--- config.mk ---
export PLATFORM = sky130hd
export DESIGN_NAME = vga_tft_timing_gen
export DESIGN_NICKNAME = d
export VERILOG_FILES = /design/src/rtl/vga_pkg.sv /design/src/rtl/vga_axis_counter.sv /design/src/rtl/vga_tft_timing_gen.sv
export SDC_FILE = /design/constraint.sdc
export NUM_CORES = 1
export LEC_CHECK = 0
export CAP_MARGIN = 20
export CORE_MARGIN = 2
export CORE_UTILIZATION = 56
export DETAILED_ROUTE_END_ITERATION = 8
export DONT_BUFFER_PORTS = 1
export PLACE_DENSITY_LB_ADDON = 0.12
export SYNTH_ARGS = -nofsm -noshare
export SYNTH_HDL_FRONTEND = slang
export SYNTH_SLANG_ARGS = --single-unit
--- constraint.sdc ---
create_clock -name Clk -period 2.1 [get_ports Clk]
set_input_delay 0.21 -clock Clk [delete_from_list [all_inputs] [get_ports Clk]]
set_output_delay 0.21 -clock Clk [all_outputs]
set_load 0.02 [all_outputs]
--- src/rtl/vga_pkg.sv ---
// Shared definitions for the VGA/TFT raster engine: pattern modes, bar colours, timing helpers.
package vga_pkg;

    typedef enum logic [1:0] {
        MODE_EXT   = 2'd0,
        MODE_BARS  = 2'd1,
        MODE_GRID  = 2'd2,
        MODE_SOLID = 2'd3
    } mode_e;

    localparam logic [15:0] RGB_WHITE   = 16'hFFFF;
    localparam logic [15:0] RGB_YELLOW  = 16'hFFE0;
    localparam logic [15:0] RGB_CYAN    = 16'h07FF;
    localparam logic [15:0] RGB_GREEN   = 16'h07E0;
    localparam logic [15:0] RGB_MAGENTA = 16'hF81F;
    localparam logic [15:0] RGB_RED     = 16'hF800;
    localparam logic [15:0] RGB_BLUE    = 16'h001F;
    localparam logic [15:0] RGB_BLACK   = 16'h0000;

    function automatic int axis_total(input int sync_len, input int back_len,
                                      input int active_len, input int front_len);
        return sync_len + back_len + active_len + front_len;
    endfunction

    function automatic logic [15:0] bar_color(input logic [2:0] idx);
        logic [15:0] c;
        case (idx)
            3'd0:    c = RGB_WHITE;
            3'd1:    c = RGB_YELLOW;
            3'd2:    c = RGB_CYAN;
            3'd3:    c = RGB_GREEN;
            3'd4:    c = RGB_MAGENTA;
            3'd5:    c = RGB_RED;
            3'd6:    c = RGB_BLUE;
            default: c = RGB_BLACK;
        endcase
        return c;
    endfunction

endpackage

--- src/rtl/vga_axis_counter.sv ---
// One raster axis: free-running position counter with wrap flag and sync/active region decode.
// Regions are decoded combinationally from the current count; wrap is only flagged while enabled.
module vga_axis_counter
    import vga_pkg::*;
#(
    parameter int SYNC   = 128,
    parameter int BACK   = 88,
    parameter int ACTIVE = 800,
    parameter int FRONT  = 40,
    parameter int CNT_W  = 12
) (
    input  logic             clk,
    input  logic             reset,
    input  logic             en,
    output logic [CNT_W-1:0] cnt,
    output logic             wrap,
    output logic             sync,
    output logic             active
);

    localparam int TOTAL = axis_total(SYNC, BACK, ACTIVE, FRONT);

    localparam logic [CNT_W-1:0] LAST     = CNT_W'(TOTAL - 1);
    localparam logic [CNT_W-1:0] SYNC_END = CNT_W'(SYNC);
    localparam logic [CNT_W-1:0] ACT_LO   = CNT_W'(SYNC + BACK);
    localparam logic [CNT_W-1:0] ACT_HI   = CNT_W'(SYNC + BACK + ACTIVE);

    always_ff @(posedge clk) begin
        if (reset) begin
            cnt <= '0;
        end else if (en) begin
            cnt <= (cnt == LAST) ? '0 : cnt + 1'b1;
        end
    end

    assign wrap   = en && (cnt == LAST);
    assign sync   = (cnt < SYNC_END);
    assign active = (cnt >= ACT_LO) && (cnt < ACT_HI);

endmodule

--- src/rtl/vga_tft_timing_gen.sv ---
// Parametrised VGA/TFT raster engine: HS/VS/BLK timing, RGB565 test patterns and external pixel fetch.
// Fixed 3-cycle counter-to-pin latency; the external source answers Data_Req one cycle later.
module vga_tft_timing_gen
    import vga_pkg::*;
#(
    parameter int H_SYNC          = 128,
    parameter int H_BACK          = 88,
    parameter int H_ACTIVE        = 800,
    parameter int H_FRONT         = 40,
    parameter int V_SYNC          = 2,
    parameter int V_BACK          = 33,
    parameter int V_ACTIVE        = 480,
    parameter int V_FRONT         = 10,
    parameter int HS_POL          = 0,
    parameter int VS_POL          = 0,
    parameter int GRID_LOG2       = 5,
    parameter int BL_DELAY_FRAMES = 2,
    parameter int CNT_W           = 12
) (
    input  logic             Clk,
    input  logic             Reset,
    input  logic [1:0]       Mode,
    input  logic [15:0]      Solid_Color,
    output logic             Data_Req,
    output logic [CNT_W-1:0] Req_X,
    output logic [CNT_W-1:0] Req_Y,
    input  logic [15:0]      Data_In,
    output logic             VGA_HS,
    output logic             VGA_VS,
    output logic             VGA_BLK,
    output logic [15:0]      VGA_RGB,
    output logic [CNT_W-1:0] Pixel_X,
    output logic [CNT_W-1:0] Pixel_Y,
    output logic             Frame_Start,
    output logic             TFT_BL
);

    localparam logic             HS_LVL   = 1'(HS_POL);
    localparam logic             VS_LVL   = 1'(VS_POL);
    localparam logic [CNT_W-1:0] H_OFS    = CNT_W'(H_SYNC + H_BACK);
    localparam logic [CNT_W-1:0] V_OFS    = CNT_W'(V_SYNC + V_BACK);
    localparam logic [CNT_W-1:0] BAR_LAST = CNT_W'(H_ACTIVE / 8 - 1);
    localparam int               FC_W     = $clog2(BL_DELAY_FRAMES + 1) + 1;
    localparam logic [FC_W-1:0]  FC_MAX   = FC_W'(BL_DELAY_FRAMES);

    logic [CNT_W-1:0] hc, vc;
    logic             h_wrap, v_wrap;
    logic             h_sync, v_sync;
    logic             h_act, v_act;
    logic             pixel_act;

    vga_axis_counter #(
        .SYNC   (H_SYNC),
        .BACK   (H_BACK),
        .ACTIVE (H_ACTIVE),
        .FRONT  (H_FRONT),
        .CNT_W  (CNT_W)
    ) u_h (
        .clk    (Clk),
        .reset  (Reset),
        .en     (1'b1),
        .cnt    (hc),
        .wrap   (h_wrap),
        .sync   (h_sync),
        .active (h_act)
    );

    vga_axis_counter #(
        .SYNC   (V_SYNC),
        .BACK   (V_BACK),
        .ACTIVE (V_ACTIVE),
        .FRONT  (V_FRONT),
        .CNT_W  (CNT_W)
    ) u_v (
        .clk    (Clk),
        .reset  (Reset),
        .en     (h_wrap),
        .cnt    (vc),
        .wrap   (v_wrap),
        .sync   (v_sync),
        .active (v_act)
    );

    assign pixel_act = h_act && v_act;

    // High exactly while hc == 0 and vc == 0: that state follows reset or a frame wrap.
    logic frame_origin;

    always_ff @(posedge Clk) begin
        if (Reset) begin
            frame_origin <= 1'b1;
        end else begin
            frame_origin <= v_wrap;
        end
    end

    mode_e       mode_q;
    logic [15:0] solid_q;

    always_ff @(posedge Clk) begin
        if (Reset) begin
            mode_q  <= MODE_EXT;
            solid_q <= '0;
        end else if (frame_origin) begin
            mode_q  <= mode_e'(Mode);
            solid_q <= Solid_Color;
        end
    end

    logic             s1_hs, s1_vs, s1_act, s1_fs, req_q;
    logic [CNT_W-1:0] s1_x, s1_y;

    always_ff @(posedge Clk) begin
        if (Reset) begin
            s1_hs  <= 1'b0;
            s1_vs  <= 1'b0;
            s1_act <= 1'b0;
            s1_fs  <= 1'b0;
            s1_x   <= '0;
            s1_y   <= '0;
            req_q  <= 1'b0;
        end else begin
            s1_hs  <= h_sync;
            s1_vs  <= v_sync;
            s1_act <= pixel_act;
            s1_fs  <= frame_origin;
            s1_x   <= pixel_act ? hc - H_OFS : '0;
            s1_y   <= pixel_act ? vc - V_OFS : '0;
            req_q  <= pixel_act && (mode_q == MODE_EXT);
        end
    end

    assign Data_Req = req_q;
    assign Req_X    = s1_x;
    assign Req_Y    = s1_y;

    logic             s2_hs, s2_vs, s2_act, s2_fs;
    logic [CNT_W-1:0] s2_x, s2_y;
    logic [CNT_W-1:0] bar_sub;
    logic [2:0]       bar_idx;

    always_ff @(posedge Clk) begin
        if (Reset) begin
            s2_hs  <= 1'b0;
            s2_vs  <= 1'b0;
            s2_act <= 1'b0;
            s2_fs  <= 1'b0;
            s2_x   <= '0;
            s2_y   <= '0;
        end else begin
            s2_hs  <= s1_hs;
            s2_vs  <= s1_vs;
            s2_act <= s1_act;
            s2_fs  <= s1_fs;
            s2_x   <= s1_x;
            s2_y   <= s1_y;
        end
    end

    // Bar index tracks s2_x; it restarts on the first active pixel of each line.
    always_ff @(posedge Clk) begin
        if (Reset || !(s1_act && s2_act)) begin
            bar_sub <= '0;
            bar_idx <= '0;
        end else if (bar_sub == BAR_LAST) begin
            bar_sub <= '0;
            bar_idx <= bar_idx + 1'b1;
        end else begin
            bar_sub <= bar_sub + 1'b1;
        end
    end

    logic [15:0] pix_rgb;

    always_comb begin
        pix_rgb = RGB_BLACK;
        if (s2_act) begin
            case (mode_q)
                MODE_EXT:   pix_rgb = Data_In;
                MODE_BARS:  pix_rgb = bar_color(bar_idx);
                MODE_GRID:  pix_rgb = ((s2_x[GRID_LOG2-1:0] == '0) || (s2_y[GRID_LOG2-1:0] == '0))
                                      ? RGB_WHITE : RGB_BLACK;
                default:    pix_rgb = solid_q;
            endcase
        end
    end

    always_ff @(posedge Clk) begin
        if (Reset) begin
            VGA_HS      <= ~HS_LVL;
            VGA_VS      <= ~VS_LVL;
            VGA_BLK     <= 1'b0;
            VGA_RGB     <= '0;
            Pixel_X     <= '0;
            Pixel_Y     <= '0;
            Frame_Start <= 1'b0;
        end else begin
            VGA_HS      <= s2_hs ? HS_LVL : ~HS_LVL;
            VGA_VS      <= s2_vs ? VS_LVL : ~VS_LVL;
            VGA_BLK     <= s2_act;
            VGA_RGB     <= pix_rgb;
            Pixel_X     <= s2_x;
            Pixel_Y     <= s2_y;
            Frame_Start <= s2_fs;
        end
    end

    logic [FC_W-1:0] frame_cnt, frame_cnt_nxt;

    always_comb begin
        frame_cnt_nxt = frame_cnt;
        if (Frame_Start && (frame_cnt != FC_MAX)) begin
            frame_cnt_nxt = frame_cnt + 1'b1;
        end
    end

    // Looking at the next count lets the backlight rise the cycle after the final pulse.
    always_ff @(posedge Clk) begin
        if (Reset) begin
            frame_cnt <= '0;
            TFT_BL    <= 1'b0;
        end else begin
            frame_cnt <= frame_cnt_nxt;
            TFT_BL    <= TFT_BL | (frame_cnt_nxt == FC_MAX);
        end
    end

endmodule

==> out/metrics.csv <==
stage;metric;value;unit
synth;part of the Yosys area used for sequential elements;0.548;
outcome;status;finished, final reports clean;
synth;number of synthesized flops with an enable pin;0;
timing;Final Hold Viols;0;
setup_path;CP startpoint kind;flop;
die;initial core utilization;0.577;
die;die span in y;107;um
timing;RSZ-0062 raised after global routing;yes;
clocking;H-tree depth;4;
die;core region area;10300;um2
synth;asr flop ratio synth;0;
global_routing;total track usage;0.226;
die;# rows;37;
clocking;CTS max path bufs;2;
die;Die Footprint;11500;um2
finish;most frequent cells in the layout;dfxtp_1, nor2_1, nor2b_1;
global_routing;initial antenna violation count;0;
global_routing;vias in the first global route;4198;
synth;Synth Flop Type;dfxtp_1;
timing;period utilization;0.996;
power_and_ir_drop;Worst VDD drop;0.000579;V
place;DP HPWL;8230;um
synth;syn_nets;671;
setup_path;WP data required;2.48;ns
synth;share of the synthesized area in the top cell type;0.548;
die;IO Pins;106;
finish;final instance area;7330;um2
clocking;# clock sinks;163;
place;port bufs;0;
synth;Syn Inst Count;623;
place;GP Congestion;0.919;
synth;synthesized area per cell;9.56;um2
synth;post-synth top area cell;dfxtp_1;
power_and_ir_drop;Overall Power;6450;uW
drt;final antenna-violating net count;0;
synth;Seq cells post-synth;163;
timing;Tmin final;2.09;ns
global_routing;first-pass GRT wire length;20500;um
global_routing;largest net degree at the start of global routing;96;
clocking;clock-pin slew on the worst setup and hold paths;0.07;ns
die;Die Width;107;um
timing;final setup fails;0;
timing;Max Transition Viols Final;0;
finish;final core occ;0.710;
drt;total number of vias;4437;
setup_path;CP endpoint kind;flop;
setup_path;crit path kind;reg2reg;
finish;most common cell after layout, fill and taps aside;dfxtp_1;
clocking;clk root buf;clkbuf_8;
synth;Synth area leaders;dfxtp_1, nor2_1, nor2b_1, mux2i_1, xor2_1;
clocking;total CTS buffers;17;
drt;Routed WL;12900;um
timing;post-route setup TNS;0;ns
clocking;CTS tree;done;
drt;drt drc;0;
drt;routed len/inst;15.5;um
finish;number of diodes;0;
place;dpl cell area;6260;um2
drt;drt pass-1 iters;5;
finish;Layout area overhead;23.0;%
clocking;Worst-Skew Late Latency;0.52;ns
global_routing;grt ovf;0;
timing;top achievable clock speed;0.478;GHz
drt;Via density;5.34;
synth;Yosys cell types;49;
setup_path;worst endpoint data arrival time;2.48;ns
power_and_ir_drop;leak pwr;0.00295;uW
flow_run;max_cap viols;0;
worst_hold_path;min-delay worst type;in2reg;
finish;Final #Nets;731;
synth;Warnings, synthesis;0;
finish;share of cells above drive strength 1;0.138;
setup_path;Worst Path Max Fanout;7;
timing;Worst Clk Skew;0.00730;ns
synth;synthesized area;5960;um2
drt;Initial DRC Count;339;
power_and_ir_drop;pwr/cell area;880;nW/um2
==> cell families (layout without fill, tap and decap cells) <==
family / after synthesis / after routing / synth area share
other: 1 / 1 / 0.000629
buffers and inverters: 56 / 128 / 0.0372
AND/OR/NAND/NOR: 262 / 262 / 0.223
adder cells (fa/ha/maj): 12 / 12 / 0.0252
multiplexers: 20 / 20 / 0.0338
flip-flops: 163 / 163 / 0.548
AO/OA/AOI/OAI: 74 / 74 / 0.0811
XOR/XNOR: 35 / 35 / 0.0514
==> Yosys cell counts (7+ instances only) <==
library cell / count
a21oi_1: 30
a22oi_1: 12
and2_1: 7
clkbuf_1: 27
dfxtp_1: 163
ha_1: 12
inv_1: 19
mux2i_1: 19
nand2_1: 25
nand3_1: 20
nor2_1: 92
nor2b_1: 55
nor3_1: 17
o21ai_0: 9
or3_1: 11
xnor2_1: 17
xor2_1: 18
==> sequential cells by signal, indices dropped and copies added (netlist names), 3 cells and up <==
signal / flops
VGA_RGB: 16
solid_q: 16
Pixel_X: 12
Pixel_Y: 12
Req_X: 12
Req_Y: 12
bar_sub: 12
s2_x: 12
s2_y: 12
u_h.cnt: 12
u_v.cnt: 12
bar_idx: 3
frame_cnt: 3
==> layout make-up <==
| type | instances | area (um2) |
|---|---|---|
| multi-input combinational | 404 | 2530 |
| timing repair buffer | 77 | 699 |
| clock inverter | 13 | 173 |
| fill | 742 | 3000 |
| sequential | 163 | 3270 |
| clock buffer | 18 | 418 |
| inverter | 20 | 75.1 |
| tap | 136 | 170 |
==> report_power, final <==
group          switching [uW]  total [uW]  leakage [uW]  internal, uW
Combinational             115         227       0.00134           111
Sequential               32.0        3160       0.00132          3130
Clock                    1240        3060      0.000281          1830
==> metal layers <==
| metal | up-vias | GRT usage | share of wire |
|---|---|---|---|
| met1 | 2058 | 0.301 | 0.45 |
| met2 | 157 | 0.361 | 0.47 |
| li1 | 2208 | - | - |
| met3 | 14 | 0.0547 | 0.063 |
| met5 | - | 0 | 0 |
| met4 | 0 | 0.0761 | 0.013 |
==> path summary, 6_finish.rpt <==
check,slack [ns],depth (start not counted),endpoint,startpoint
max reg2reg,0.009,7,u_v.cnt[4],u_v.cnt[10]
min,0.07,2,u_h.cnt[1],Reset
min reg2reg,0.38,1,VGA_HS,s2_hs
max,0.009,7,u_v.cnt[4],u_v.cnt[10]
==> stage by stage <==
step	hold WS [ns]	instances	setup slack (ns)
global placement	0.287	758	0.0618
detailed placement	0.292	758	0.0135
finish	0.0660	831	0.00921
floorplan	0.356	623	-0.145
global route	0.0615	831	-0.0750
CTS	0.0413	827	0.00208
==> repair_timing <==
action / CTS / global route
gates resized for setup: 5 / 8
hold endpoints to repair: 110 / 0
cloned: 0 / 1
setup endpoints to repair: 1 / 13
setup buffers: 3 / 2
pin swaps: 4 / 1
hold buffers: 35 / 0
==> worst max-delay path, cell delays in order, from the launching register on <==
cell	delay, ns
dfxtp_1	0.36
or4b_2	0.68
buf_4	0.18
nor3_2	0.20
clkdlybuf4s15_2	0.27
o21ai_0	0.11
nand2_1	0.09
a21oi_1	0.07
Power figures use the tool's default switching activity.
